==> config.mk <==
export PLATFORM = sky130hd
export DESIGN_NAME = mliu_wb_buffer
export DESIGN_NICKNAME = d
export VERILOG_FILES = /design/src/rtl/mliu_wb_buffer.sv
export SDC_FILE = /design/constraint.sdc
export NUM_CORES = 1
export LEC_CHECK = 0
export BUFFER_PORTS_ARGS = -buffer_cell sky130_fd_sc_hd__buf_2
export CAP_MARGIN = 20
export CORE_ASPECT_RATIO = 1.75
export CORE_UTILIZATION = 57
export CTS_CLUSTER_SIZE = 20
export DETAILED_ROUTE_END_ITERATION = 12
export HOLD_SLACK_MARGIN = 0.02
export PLACE_DENSITY_LB_ADDON = 0.08
export RECOVER_POWER = 50
export SKIP_CTS_REPAIR_TIMING = 1
export SLEW_MARGIN = 10
export SYNTH_ARGS = -nofsm -noshare
export SYNTH_HDL_FRONTEND = slang
export SYNTH_SLANG_ARGS = --single-unit
==> constraint.sdc <==
create_clock -name clk_i -period 2.89 [get_ports clk_i]
set_clock_uncertainty 0.05 [all_clocks]
set_input_delay 0.1445 -clock clk_i [delete_from_list [all_inputs] [get_ports clk_i]]
set_output_delay 0.1445 -clock clk_i [all_outputs]
set_load 0.05 [all_outputs]
==> src/rtl/mliu_wb_buffer.sv <==
// mliu_wb_buffer: writeback buffer that sits directly behind the ML inference unit (MLIU).
//
// Every MLIU response is captured into a small FIFO, because the MLIU output cannot be
// back-pressured. The head entry is offered to the integer register-file writeback port
// with a valid/ready handshake. Requests in flight inside the MLIU are tracked, and an
// issue credit is granted only while every outstanding request is guaranteed a FIFO slot.
//
// Ports:
//   clk_i            clock; all state updates on the rising edge
//   rst_i            synchronous active-high reset
//   issue_fire_i     an MLIU request was accepted this cycle
//   issue_credit_o   upstream may fire a new MLIU request this cycle
//   mliu_rsp_i       MLIU response {valid, rd_addr, error, data}
//   wb_valid_o       head entry is valid
//   wb_rd_addr_o     head destination register (0 when empty)
//   wb_data_o        head result (0 when empty)
//   wb_error_o       head carries an MLIU error (0 when empty)
//   wb_ready_i       consumer accepts the head
//   in_flight_o      requests issued but not yet returned
//   count_o          FIFO occupancy
//   overflow_o       sticky: a response was dropped because the FIFO was full
//   err_cnt_o        saturating count of enqueued error responses

package mliu_wb_pkg;

  typedef struct packed {
    logic        valid;
    logic [4:0]  rd_addr;
    logic        error;
    logic [31:0] data;
  } mliu_rsp_t;

  typedef struct packed {
    logic [4:0]  rd_addr;
    logic        error;
    logic [31:0] data;
  } wb_entry_t;

endpackage

module mliu_wb_buffer
  import mliu_wb_pkg::*;
#(
  parameter int unsigned DEPTH = 4,
  parameter int unsigned CNT_W = $clog2(DEPTH) + 1
) (
  input  logic             clk_i,
  input  logic             rst_i,
  input  logic             issue_fire_i,
  output logic             issue_credit_o,
  input  mliu_rsp_t        mliu_rsp_i,
  output logic             wb_valid_o,
  output logic [4:0]       wb_rd_addr_o,
  output logic [31:0]      wb_data_o,
  output logic             wb_error_o,
  input  logic             wb_ready_i,
  output logic [CNT_W-1:0] in_flight_o,
  output logic [CNT_W-1:0] count_o,
  output logic             overflow_o,
  output logic [7:0]       err_cnt_o
);

  localparam int unsigned PtrW = $clog2(DEPTH);
  localparam logic [CNT_W-1:0] DepthC = CNT_W'(DEPTH);
  localparam logic [CNT_W-1:0] CntMax = {CNT_W{1'b1}};

  // Elaboration-time parameter sanity.
  if (DEPTH < 4 || (DEPTH & (DEPTH - 1)) != 0) begin : g_bad_depth
    $error("mliu_wb_buffer: DEPTH must be a power of two and at least 4");
  end
  if (CNT_W < $clog2(DEPTH) + 1) begin : g_bad_cnt_w
    $error("mliu_wb_buffer: CNT_W too narrow to hold DEPTH");
  end

  // ---------------------------------------------------------------------------
  // State
  // ---------------------------------------------------------------------------
  wb_entry_t        mem_q [DEPTH];
  logic [PtrW-1:0]  wptr_q, wptr_d;
  logic [PtrW-1:0]  rptr_q, rptr_d;
  logic [CNT_W-1:0] count_q, count_d;
  logic [CNT_W-1:0] in_flight_q, in_flight_d;
  logic             overflow_q, overflow_d;
  logic [7:0]       err_cnt_q, err_cnt_d;

  // ---------------------------------------------------------------------------
  // Push / pop decode
  // ---------------------------------------------------------------------------
  logic      rsp_null;
  logic      push_req;
  logic      empty;
  logic      full;
  logic      pop;
  logic      push;
  logic      drop;
  wb_entry_t head;
  wb_entry_t wr_entry;

  always_comb begin
    // A null response (rd x0, no error) has nothing to write back, but it still
    // retires an in-flight request below.
    rsp_null = (mliu_rsp_i.rd_addr == 5'd0) && !mliu_rsp_i.error;
    push_req = mliu_rsp_i.valid && !rsp_null;
    empty    = (count_q == '0);
    full     = (count_q == DepthC);
    pop      = !empty && wb_ready_i;
    // A pop in the same cycle frees the slot, so a full FIFO can still accept.
    push     = push_req && (!full || pop);
    drop     = push_req && full && !pop;

    wr_entry.rd_addr = mliu_rsp_i.rd_addr;
    wr_entry.error   = mliu_rsp_i.error;
    wr_entry.data    = mliu_rsp_i.data;
  end

  // ---------------------------------------------------------------------------
  // Next-state logic
  // ---------------------------------------------------------------------------
  always_comb begin
    wptr_d      = wptr_q;
    rptr_d      = rptr_q;
    count_d     = count_q;
    in_flight_d = in_flight_q;
    overflow_d  = overflow_q | drop;
    err_cnt_d   = err_cnt_q;

    if (push) begin
      wptr_d = wptr_q + PtrW'(1);
    end
    if (pop) begin
      rptr_d = rptr_q + PtrW'(1);
    end

    unique case ({push, pop})
      2'b10:   count_d = count_q + CNT_W'(1);
      2'b01:   count_d = count_q - CNT_W'(1);
      default: count_d = count_q;
    endcase

    // Issue and return in the same cycle cancel out. A return with nothing in
    // flight is clamped at zero, and an over-issue is clamped at the top.
    unique case ({issue_fire_i, mliu_rsp_i.valid})
      2'b10: begin
        if (in_flight_q != CntMax) begin
          in_flight_d = in_flight_q + CNT_W'(1);
        end
      end
      2'b01: begin
        if (in_flight_q != '0) begin
          in_flight_d = in_flight_q - CNT_W'(1);
        end
      end
      default: in_flight_d = in_flight_q;
    endcase

    if (push && mliu_rsp_i.error && (err_cnt_q != 8'hFF)) begin
      err_cnt_d = err_cnt_q + 8'd1;
    end
  end

  // ---------------------------------------------------------------------------
  // Registers
  // ---------------------------------------------------------------------------
  always_ff @(posedge clk_i) begin
    if (rst_i) begin
      wptr_q      <= '0;
      rptr_q      <= '0;
      count_q     <= '0;
      in_flight_q <= '0;
      overflow_q  <= 1'b0;
      err_cnt_q   <= 8'd0;
    end else begin
      wptr_q      <= wptr_d;
      rptr_q      <= rptr_d;
      count_q     <= count_d;
      in_flight_q <= in_flight_d;
      overflow_q  <= overflow_d;
      err_cnt_q   <= err_cnt_d;
    end
  end

  // Entry storage needs no reset: the outputs are masked while the FIFO is empty.
  always_ff @(posedge clk_i) begin
    if (!rst_i && push) begin
      mem_q[wptr_q] <= wr_entry;
    end
  end

  // ---------------------------------------------------------------------------
  // Outputs
  // ---------------------------------------------------------------------------
  logic [CNT_W:0] occupancy_sum;

  always_comb begin
    head          = mem_q[rptr_q];
    wb_valid_o    = !empty;
    wb_rd_addr_o  = empty ? 5'd0  : head.rd_addr;
    wb_data_o     = empty ? 32'd0 : head.data;
    wb_error_o    = empty ? 1'b0  : head.error;

    // Credit uses registered state only: every in-flight request plus every
    // queued entry must fit, so the non-stallable MLIU can never overrun us.
    occupancy_sum  = {1'b0, in_flight_q} + {1'b0, count_q};
    issue_credit_o = (occupancy_sum < {1'b0, DepthC});

    in_flight_o   = in_flight_q;
    count_o       = count_q;
    overflow_o    = overflow_q;
    err_cnt_o     = err_cnt_q;
  end

  // ---------------------------------------------------------------------------
  // Assertions
  // ---------------------------------------------------------------------------
  a_count_bound : assert property (@(posedge clk_i) disable iff (rst_i)
    count_q <= DepthC);

  a_stall_stable : assert property (@(posedge clk_i) disable iff (rst_i)
    (wb_valid_o && !wb_ready_i) |=>
      (wb_valid_o && $stable(wb_rd_addr_o) && $stable(wb_data_o) && $stable(wb_error_o)));

  a_drop_sticky : assert property (@(posedge clk_i) disable iff (rst_i)
    drop |=> overflow_o);

  a_overflow_sticky : assert property (@(posedge clk_i) disable iff (rst_i)
    overflow_o |=> overflow_o);

endmodule

Word level (Yosys, flattened, before mapping)
Memories as Yosys holds them, arrays and structs flattened. A register that Yosys moved wholly into a read port is not among the register bits.
Cells that the tools add are included.
{"block": "totals", "ff_bits": 19, "latchBits": 0, "ram_bits": 152, "romBits": 0, "input_bits": 43, "output_inout_bits": 55, "elab_cells": 59, "memories": 1}
{"block": "op_classes", "addsub": 8, "mul": 0, "div": 0, "n_lt_le_gt_ge": 1, "n_eq_ne": 9, "shift": 0, "mux": 11, "n_bitwise": 1, "n_reduce_logical": 22}
{"name": "mem_q", "words": 4, "width": 38, "rd": 1, "rd_clocked_by_memory_dff": 1, "wr": 1, "line_no": "78", "source": "wb_entry_t mem_q [DEPTH];"}
{"op": "two-way mux 32 bit", "n": 1}
{"op": "one-hot mux 3 bit (2 select lines)", "n": 2}
{"op": "logical AND 1 bit", "n": 9}
{"op": "adder 8 x 1 -> 8 bit (second input constant)", "n": 1}
{"op": "inequality test 8 bit (second input constant)", "n": 1}
{"op": "adder 3 x 1 -> 3 bit (second input constant)", "n": 2}
{"op": "zero test 1 bit", "n": 6}
{"op": "two-way mux 3 bit", "n": 2}
{"op": "subtractor 3 x 1 -> 3 bit (second input constant)", "n": 2}
{"op": "zero test 5 bit", "n": 1}
{"op": "two-way mux 5 bit", "n": 1}
{"op": "adder 2 x 1 -> 2 bit (second input constant)", "n": 2}
{"op": "adder 3 x 3 -> 4 bit", "n": 1}
{"op": "equality test 2 x 1 -> 1 bit (second input constant)", "n": 2}
{"op": "equality test 2 bit (second input constant)", "n": 2}
{"op": "< comparator 4 x 3 -> 1 bit (second input constant)", "n": 1}
{"op": "two-way mux 2 bit", "n": 2}
{"op": "inequality test 2 bit (second input constant)", "n": 2}
{"op": "nonzero test 2 bit", "n": 2}
{"op": "equality test 3 bit (second input constant)", "n": 1}
{"op": "zero test 3 bit", "n": 1}
{"op": "two-way mux 1 bit", "n": 3}
{"op": "inequality test 3 bit (second input constant)", "n": 1}
{"op": "AND reduction 3 bit", "n": 1}
{"op": "other kinds (3)", "n": 3}

Depth between registers and ports, before layout
Gate-level depths: netlist of run 1.
{"block": "logic_depth", "depth_word": 8, "ltp_mapped": 8, "mapped_depth_nobuf": 8}

Worst setup path after synthesis of run 1
Ideal clock, no wire load.
{"block": "synth_path", "path_kind": "reg2out", "from": "register count_q[1] (netlist: count_o[1])", "to": "output port issue_credit_o", "t_arrival_ns": 2.642, "required_ns": 2.696, "path_slack_ns": 0.054, "path_stages_with_launch": 4, "path_buffers": 0, "cell_sequence": "dfxtp_1 -> ha_1 -> and3_1 -> nor4_1"}
{"block": "synth_via", "elab_chain_len": 2}
{"item": "from (decl)", "line_no": "81", "source": "logic [CNT_W-1:0] count_q, count_d;"}
{"item": "from (signal assigned)", "line_no": "175", "source": "count_q <= count_d;"}
{"item": "adder 3 x 3 -> 4 bit", "line_no": "203", "source": "occupancy_sum = {1'b0, in_flight_q} + {1'b0, count_q};"}
{"item": "< comparator 4 x 3 -> 1 bit", "line_no": "204", "source": "issue_credit_o = (occupancy_sum < {1'b0, DepthC});"}
{"item": "to (decl)", "line_no": "50", "source": "output logic issue_credit_o,"}
Every way passes these cells.

Worst setup path after layout of run 1
{"block": "layout_path", "from": "input port mliu_rsp_i[34] (netlist name)", "to": "memory mem_q[1][27] (netlist name) (enable)"}
{"block": "layout_via", "elab_chain_len": 8}
{"item": "from (decl)", "line_no": "51", "source": "input mliu_rsp_t mliu_rsp_i,"}
{"item": "zero test 5 bit", "line_no": "102", "source": "rsp_null = (mliu_rsp_i.rd_addr == 5'd0) && !mliu_rsp_i.error;"}
{"item": "logical AND 1 bit", "line_no": "102"}
{"item": "zero test 1 bit", "line_no": "103", "source": "push_req = mliu_rsp_i.valid && !rsp_null;"}
{"item": "logical AND 1 bit", "line_no": "103"}
{"item": "logical AND 1 bit", "line_no": "108", "source": "push = push_req && (!full || pop);"}
{"item": "logical AND 1 bit", "line_no": "184", "source": "if (!rst_i && push) begin"}
{"item": "two-way mux 1 bit", "line_no": "184"}
{"item": "two-way mux 1 bit (implied by the code)", "line_no": "185", "source": "mem_q[wptr_q] <= wr_entry;"}
{"item": "to (decl)", "line_no": "78"}
Every way passes these cells.

==> results of run 1 <==
## kinds of logic (layout without fill, tap and decap cells)
family                     Yosys count  in the layout
AOI/OAI and AO/OA                   19             19
xor gates and xnor gates             6              6
adders and majority gates           11             11
buffers and inverters               26            181
DFF                                173            173
muxes                               45             45
and+or+nand+nor                    103            103
## registers in the layout, indices dropped and copies added (netlist names), named ones only
name / count
rptr_q: 2
overflow_o: 1
mem_q: 152
wptr_q: 2
err_cnt_o: 8
in_flight_o: 3
count_o: 3
## Yosys cell counts, drive strengths merged
cell type  number  share of area (%)
mux4           38                 12
xnor2           4               0.50
a221oi          1               0.13
a31oi           1              0.090
nand2           2               0.11
nor3b           1               0.11
nor2           20                1.1
o21ai           5               0.36
nor2b           3               0.27
inv            10               0.54
and2           43                3.9
nor4            2               0.18
mux2i           2               0.34
nor3            4               0.29
o211ai          3               0.40
or4             3               0.38
nor4b           2               0.25
or2             1              0.090
clkbuf          9               0.49
o31ai           2               0.22
buf             7               0.47
a21oi           4               0.29
ha              9                1.6
edfxtp        152                 66
xor2            2               0.25
and4            1               0.13
a211oi          1               0.11
or4b            1               0.20
o21ba           1               0.14
o21a            1               0.22
nand4           1              0.090
mux2            5               0.81
nand3          11               0.86
or3             3               0.27
fa              2               0.57
dfxtp          21                6.0
and3            5               0.45
## routing by layer
metal	vias up	GRT usage [%]	share of wire [%]
li1	1782	-	-
met1	1923	22.5	38
met2	132	36.8	55
met3	21	6.38	4.2
met4	0	9.25	2.7
met5	-	0	0
## power breakdown
part	switching, mW	total (mW)	internal (mW)
logic	1.72	2.53	0.809
registers	0.119	2.98	2.86
clock network	0.954	2.19	1.23
total	2.80	7.70	4.90
## path summary, 6_finish.rpt
kind	start	end	slack, ns	depth (start not counted)
worst max-delay path	mliu_rsp_i[34]	mem_q[1][27]	0.31	6
worst min-delay path	rst_i	in_flight_o[0]	0.11	2
worst max register to register	count_o[1]	mem_q[1][27]	0.40	4
worst min register to register	err_cnt_o[6]	err_cnt_o[6]	0.47	2
## final cells by class
class | instances | area, µm² | share of cell area (%)
clock buffer | 19 | 443 | 5.21
timing repair buffer | 139 | 860 | 10.1
clock inverter | 13 | 133 | 1.56
tap | 137 | 171 | 2.02
sequential | 173 | 4990 | 58.7
inverter | 10 | 37.5 | 0.441
multi-input combinational | 184 | 1870 | 22.0
## through the flow
stage / cell area [µm²] / std cells / setup slack, ns
floorplan: 6960 / 383 / 0.0537
global placement: 7630 / 605 / 0.626
detailed placement: 7630 / 605 / 0.494
CTS: 8210 / 637 / 0.452
global route: 8500 / 675 / 0.172
finish: 8500 / 675 / 0.310
==> flow_metrics.env, run 1 <==
export IMPL_syn_cell_area_um2=6960
export IMPL_cts_made_buffers=17
export IMPL_initial_core_util_pct=58.3
export IMPL_grt_pass1_vias=3858
export IMPL_gp_congestion=0.750
export IMPL_routed_via_count=3858
export IMPL_yosys_area_share_simple_pct=8.61
export IMPL_totalWireLength_um=12500
export IMPL_ys_warnings_count=0
export IMPL_overflow=0
export IMPL_grt_pass1_wl_um=19200
export IMPL_netlist_instances=383
export IMPL_relSlewSlack_pct=29.6
export IMPL_drive_above_1_share_pct=23.6
export IMPL_start_kind="input port"
export IMPL_drv_cap=0
export IMPL_synthXorXnorAreaFrac_pct=0.755
export IMPL_post_route_period_util_pct=89.3
export IMPL_synth_distinct_cells=44
export IMPL_worst_path_buf_inv=2
export IMPL_cts_root_buf="clkbuf_16"
export IMPL_grt_max_degree=42
export IMPL_hold_worst_slack_ns=0.115
export IMPL_synth_top_family_by_area="multiplexers"
export IMPL_clkLatencyLatePin_ns=0.42
export IMPL_fin_crit_ns=2.58
export IMPL_tritoncts="built"
export IMPL_synth_fp_nets=437
export IMPL_crit_required_ns=2.86
export IMPL_wl_per_cell_um=18.4
export IMPL_clockBufferDepth=2
export IMPL_rows=53
export IMPL_cts_sinks=173
export IMPL_fmax_mhz=388
export IMPL_synthMuxAreaShare_pct=13.4
export IMPL_finalSetupTns_ns=0
export IMPL_finalMaxSlewViolations=0
export IMPL_n_fill_cell=826
export IMPL_dr_pass1_iters=6
export IMPL_rsz0062_at_grt="no"
export IMPL_ys_seq_elements=173
export IMPL_synth_compound_area_share_pct=1.94
export IMPL_yosysSeqAreaShare_pct=71.6
export IMPL_total_power_mw=7.70
export IMPL_p_leak_nw=2.91
export IMPL_vias_per_cell=5.72
export IMPL_worst_slew_pin_slew_ns=1.06
export IMPL_nets=579
export IMPL_initialDrtViolationCount=181
export IMPL_ir_worst_vdd_mv=0.616
export IMPL_grt_total_usage_pct=20.7
export IMPL_dieArea_um2=12700
export IMPL_critical_path_top_delay_family="simple AND/OR/NAND/NOR gates"
export IMPL_port_buffers=97
export IMPL_drc=0
export IMPL_die_y_um=148
export IMPL_coreArea_um2=11900
export IMPL_arrival_ns=2.55
export IMPL_crit_slowest_cell="or4_4"
export IMPL_fp_dieW_um=85.6
export IMPL_setup_violations=0
export IMPL_worstHoldPathType="input port to register"
export IMPL_cp_cell_sequence="dlygate4sd3_1 > clkbuf_1 > or4_4 > o211ai_1 > nor2_1 > and2_2"
export IMPL_criticalPathCategory="input port to register"
export IMPL_end_kind="register"
export IMPL_max_stage_delay_ns=0.59
export IMPL_fin_util_pct=71.2
export IMPL_power_density_nw_per_um2=905
export IMPL_insertedDiodeCount=0
export IMPL_path_clk_slew_ns=0.07
export IMPL_worst_path_max_fanout=38
export IMPL_status="complete, no violations"
export IMPL_final_common_cell="edfxtp_1"
export IMPL_antenna_found_initial=0
export IMPL_syn_to_final_growth_pct=22.1
export IMPL_ant_nets=0
export IMPL_yosys_area_share_adder_pct=2.19
export IMPL_final_cell_mix="edfxtp_1 (152), clkbuf_1 (58), buf_2 (40)"
export IMPL_pin_count=98
export IMPL_syn_avg_cell_area_um2=18.2
export IMPL_htree_levels=4
export IMPL_hold_viol_final=0
export IMPL_dp_hpwl_um=7770
Power figures use the tool's default switching activity.
==> run 2: changes to the inputs <==
- BUFFER_PORTS_ARGS: -buffer_cell sky130_fd_sc_hd__buf_2 -> not set
- CORE_UTILIZATION: 57 -> 60
- DONT_BUFFER_PORTS: not set -> 1
- SLEW_MARGIN: 10 -> 15
==> run 2 against run 1 <==
  * First-iteration DRC count fell by 17%
  * Sequential share of layout area grew 2.2 points
  * Worst hold slack worse by 0.096 ns
  * Global-route usage grew 0.42 points
  * Sequential power about the same
  * Via count is 7.2% lower
  * Worst setup slack improved by 0.091 ns
  * Register-to-register slack is essentially flat
  * Clock-buffer cell count increased by 5
  * Core utilization rose by 1.8 points
  * Final cell count is 13% lower
  * Critical endpoint is now mem_q[0][36]
  * Highest routed layer unchanged
==> flow_metrics.env, run 2 (synthesized netlist as in run 1, its figures left out) <==
export IMPL_tritoncts="built"
export IMPL_worstSetupStartpoint="count_o[1]"
export IMPL_criticalPathCategory="register to register"
export IMPL_antenna_found_initial=0
export IMPL_pin_count=98
export IMPL_grt_total_usage_pct=21.1
export IMPL_start_kind="register"
export IMPL_gp_congestion=0.765
export IMPL_r2r_start="count_o[1]"
export IMPL_overflow=0
export IMPL_nets=493
export IMPL_place_ws_ns=0.733
export IMPL_n_fill_cell=703
export IMPL_hold_worst_slack_ns=0.0186
export IMPL_relSlewSlack_pct=37.8
export IMPL_coreArea_um2=11200
export IMPL_ant_nets=0
export IMPL_clkLatencyLatePin_ns=0.41
export IMPL_end_kind="register"
export IMPL_insertedDiodeCount=0
export IMPL_worst_slew_pin_slew_ns=0.930
export IMPL_finalMaxSlewViolations=0
export IMPL_syn_to_final_growth_pct=17.7
export IMPL_drc=0
export IMPL_status="complete, no violations"
export IMPL_fp_dieW_um=83.4
export IMPL_p_leak_nw=2.71
export IMPL_setup_ws_ns=0.401
export IMPL_initialDrtViolationCount=150
export IMPL_clockBufferDepth=2
export IMPL_crit_required_ns=2.88
export IMPL_largest_reg_flops=152
export IMPL_cts_root_buf="clkbuf_16"
export IMPL_htree_levels=4
export IMPL_hold_start="wb_ready_i"
export IMPL_post_route_period_util_pct=86.1
export IMPL_routed_via_count=3581
export IMPL_fmax_mhz=402
export IMPL_worst_path_max_fanout=38
export IMPL_worstHoldPathType="input port to register"
export IMPL_drive_above_1_share_pct=20.6
export IMPL_path_clk_slew_ns=0.06
export IMPL_dieArea_um2=12100
export IMPL_drv_cap=0
export IMPL_dp_hpwl_um=7330
export IMPL_vias_per_cell=6.13
export IMPL_port_buffers=0
export IMPL_setup_violations=0
export IMPL_grt_pass1_vias=3630
export IMPL_fin_crit_ns=2.49
export IMPL_totalWireLength_um=12500
export IMPL_rsz0062_at_grt="no"
export IMPL_grt_max_degree=42
export IMPL_dr_pass1_iters=4
export IMPL_final_common_cell="edfxtp_1"
export IMPL_die_y_um=145
export IMPL_power_density_nw_per_um2=914
export IMPL_ir_worst_vdd_mv=0.794
export IMPL_arrival_ns=2.48
export IMPL_wl_per_cell_um=21.3
export IMPL_cts_made_buffers=17
export IMPL_final_cell_mix="edfxtp_1 (152), dlygate4sd3_1 (42), mux4_2 (38), and2_1 (38), nor2_1 (20)"
export IMPL_regMostFlops="mem_q"
export IMPL_hold_viol_final=0
export IMPL_total_power_mw=7.50
export IMPL_grt_pass1_wl_um=18700
export IMPL_rows=51
export IMPL_initial_core_util_pct=62.0
export IMPL_finalSetupTns_ns=0
export IMPL_cts_sinks=173
## run 2: changes by cell type in the layout (fill, tap and decap cells not counted), moves of 2 or more
cell           before  now
inv_6               5    1
clkbuf_4            0    2
dlygate4sd3_1      38   42
clkinv_4            4    1
buf_4               0    6
clkbuf_1           58    3
clkbuf_16          17   19
clkinv_2            1    3
buf_2              40    0
## run 2: worst max-delay path, stage by stage (launching register included)
cell      delay (ns)
dfxtp_1         0.31
or4b_1          0.63
o211ai_1        0.32
nor2_1          0.16
and2_2          0.23
clkbuf_4        0.41
## run 2: metal layers
| metal | GRT usage (%) | vias up | part of all wire [%] |
|---|---|---|---|
| li1 | - | 1605 | - |
| met1 | 23.5 | 1855 | 39 |
| met2 | 38.3 | 106 | 55 |
| met3 | 6.16 | 15 | 4.3 |
| met4 | 8.12 | 0 | 1.8 |
| met5 | 0 | - | 0 |
## run 2: cell type report
class / count / area, µm² / area share [%]
clock buffers: 24 / 514 / 6.27
clock inverters: 8 / 76.3 / 0.931
inverters: 10 / 37.5 / 0.458
multi-input cells: 184 / 1880 / 22.9
flip-flops and latches: 173 / 4990 / 60.8
well taps: 132 / 165 / 2.01
repair buffers: 53 / 541 / 6.59
## run 2: metrics by stage
stage | util (%) | instances | area (µm²)
floorplan | - | 383 | 6960
global placement | 64.3 | 510 | 7220
detailed placement | 64.3 | 510 | 7220
CTS | 69.6 | 542 | 7810
global route | 73.0 | 584 | 8200
finish | 73.0 | 584 | 8200
## run 2: worst paths after layout
path | endpoint | slack (ns) | cells after the start
worst max-delay path | mem_q[0][36] | 0.40 | 5
worst min-delay path | count_o[2] | 0.02 | 3
worst max register to register | mem_q[0][36] | 0.40 | 5
worst min register to register | register | 0.50 | 2
## run 2: report_power, final
group	switching, mW	internal, mW
combinational	1.71	0.637
sequential	0.0905	2.86
clock	0.864	1.34
total	2.66	4.83
==> run 3: changes to the inputs <==
- MAX_ROUTING_LAYER: not set -> met4
==> run 3 against run 2 <==
  * Clock-buffer cell count unchanged
  * Register-to-register slack about the same
  * Routed wire length up 0.55%
  * Total power about the same
  * Maximum frequency about the same
  * Core utilization unchanged
  * Largest power group unchanged
  * Global-route usage up 0.76 points
==> flow_metrics.env, run 3 (synthesized netlist as in run 1, its figures left out) <==
export IMPL_cts_sinks=173
export IMPL_finalSetupTns_ns=0
export IMPL_start_kind="register"
export IMPL_placed_area_um2=7220
export IMPL_dr_pass1_iters=4
export IMPL_fin_area_um2=8200
export IMPL_totalWireLength_um=12500
export IMPL_antenna_found_initial=0
export IMPL_htree_levels=4
export IMPL_cp_cell_sequence="or4b_1 > o211ai_1 > nor2_1 > and2_2 > clkbuf_4"
export IMPL_rsz0062_at_grt="no"
export IMPL_initialDrtViolationCount=150
export IMPL_final_cell_mix="edfxtp_1 (152), dlygate4sd3_1 (42), mux4_2 (38), and2_1 (38), nor2_1 (20)"
export IMPL_syn_to_final_growth_pct=17.7
export IMPL_hold_viol_final=0
export IMPL_routed_via_count=3602
export IMPL_ant_nets=0
export IMPL_arrival_ns=2.48
export IMPL_max_stage_delay_ns=0.62
export IMPL_grt_pass1_wl_um=18800
export IMPL_final_common_cell="edfxtp_1"
export IMPL_drive_above_1_share_pct=20.6
export IMPL_hold_start="wb_ready_i"
export IMPL_dp_hpwl_um=7330
export IMPL_ir_worst_vdd_mv=0.792
export IMPL_p_sw_share_pct=35.6
export IMPL_grt_max_degree=42
export IMPL_worstHoldPathType="input port to register"
export IMPL_setup_ws_ns=0.403
export IMPL_tritoncts="built"
export IMPL_fmax_mhz=402
export IMPL_criticalPathCategory="register to register"
export IMPL_post_route_period_util_pct=86.1
export IMPL_port_buffers=0
export IMPL_largest_reg_flops=152
export IMPL_multi_input_area_um2=1880
export IMPL_place_ws_ns=0.733
export IMPL_total_power_mw=7.50
export IMPL_worstSetupStartpoint="count_o[1]"
export IMPL_relSlewSlack_pct=35.8
export IMPL_end_kind="register"
export IMPL_die_y_um=145
export IMPL_pin_count=98
export IMPL_setup_violations=0
export IMPL_cts_root_buf="clkbuf_16"
export IMPL_p_int_mw=4.83
export IMPL_crit_required_ns=2.88
export IMPL_cts_made_buffers=17
export IMPL_grt_pass1_vias=3629
export IMPL_regMostFlops="mem_q"
export IMPL_drc=0
export IMPL_combPwrFrac_pct=31.3
export IMPL_pwr_share_clk_pct=29.4
export IMPL_vias_per_cell=6.17
export IMPL_clockBufferDepth=2
export IMPL_register_area_um2=4990
export IMPL_seqPwrFrac_pct=39.3
export IMPL_fp_dieW_um=83.4
export IMPL_power_switching_mw=2.67
export IMPL_drv_cap=0
export IMPL_gp_congestion=0.775
export IMPL_coreArea_um2=11200
export IMPL_grt_total_usage_pct=21.9
export IMPL_rows=51
export IMPL_power_density_nw_per_um2=914
export IMPL_critical_path_top_delay_family="simple AND/OR/NAND/NOR gates"
export IMPL_finalMaxSlewViolations=0
export IMPL_wl_per_cell_um=21.5
export IMPL_worst_path_buf_inv=1
export IMPL_initial_core_util_pct=62.0
export IMPL_path_clk_slew_ns=0.06
export IMPL_clkLatencyLatePin_ns=0.41
export IMPL_status="complete, no violations"
export IMPL_crit_slowest_cell="or4b_1"
export IMPL_p_leak_nw=2.71
export IMPL_dieArea_um2=12100
export IMPL_fin_crit_ns=2.49
export IMPL_r2r_start="count_o[1]"
export IMPL_worst_path_max_fanout=38
export IMPL_nets=493
export IMPL_worst_slew_pin_slew_ns=0.960
export IMPL_overflow=0
export IMPL_insertedDiodeCount=0
export IMPL_n_fill_cell=703
==> run 3: worst paths after layout <==
kind,cells past startpoint,slack (ns),to
setup / recovery,5,0.40,mem_q[0][25]
hold / removal,3,0.007,count_o[2]
setup reg to reg,5,0.40,mem_q[0][25]
hold reg to reg,2,0.50,rptr_q[0]
==> run 3: power by group through the flow <==
stage | clock [mW] | combinational (mW) | sequential (mW)
floorplan | 0 | 1.93 | 3.04
global placement | 0 | 2.28 | 2.99
detailed placement | 0 | 2.31 | 3.00
CTS | 2.24 | 2.31 | 2.95
global route | 2.35 | 2.47 | 2.96
finish | 2.20 | 2.35 | 2.95
==> run 3: worst min-delay path: cells and delay by family <==
| family | cells | cell delay, ns |
|---|---|---|
| AOI/OAI and AO/OA | 2 | 0.23 |
| and+or+nand+nor | 1 | 0.03 |
==> run 3: per-layer routing <==
metal / vias to the layer above / global-route usage, % / part of all wire, %
met1: 1847 / 23.5 / 38
met4: 0 / 7.58 / 1.8
met2: 124 / 38.3 / 55
met3: 21 / 7.02 / 4.7
li1: 1610 / - / -
met5: - / - / 0
==> run 3: area by class of cell <==
cell class,count,area share (%)
Clock inverter,8,0.931
Inverter,10,0.458
Tap cell,132,2.01
Sequential cell,173,60.8
Clock buffer,24,6.27
Timing Repair Buffer,53,6.59
Multi-Input combinational cell,184,22.9
==> run 3: through the flow <==
| stage | hold slack, ns | utilization (%) | std cells |
|---|---|---|---|
| finish | 0.00693 | 73.0 | 584 |
| global placement | 0.165 | 64.3 | 510 |
| global route | 0.0361 | 73.0 | 584 |
| CTS | -0.269 | 69.6 | 542 |
| detailed placement | 0.168 | 64.3 | 510 |
| floorplan | 0.193 | - | 383 |
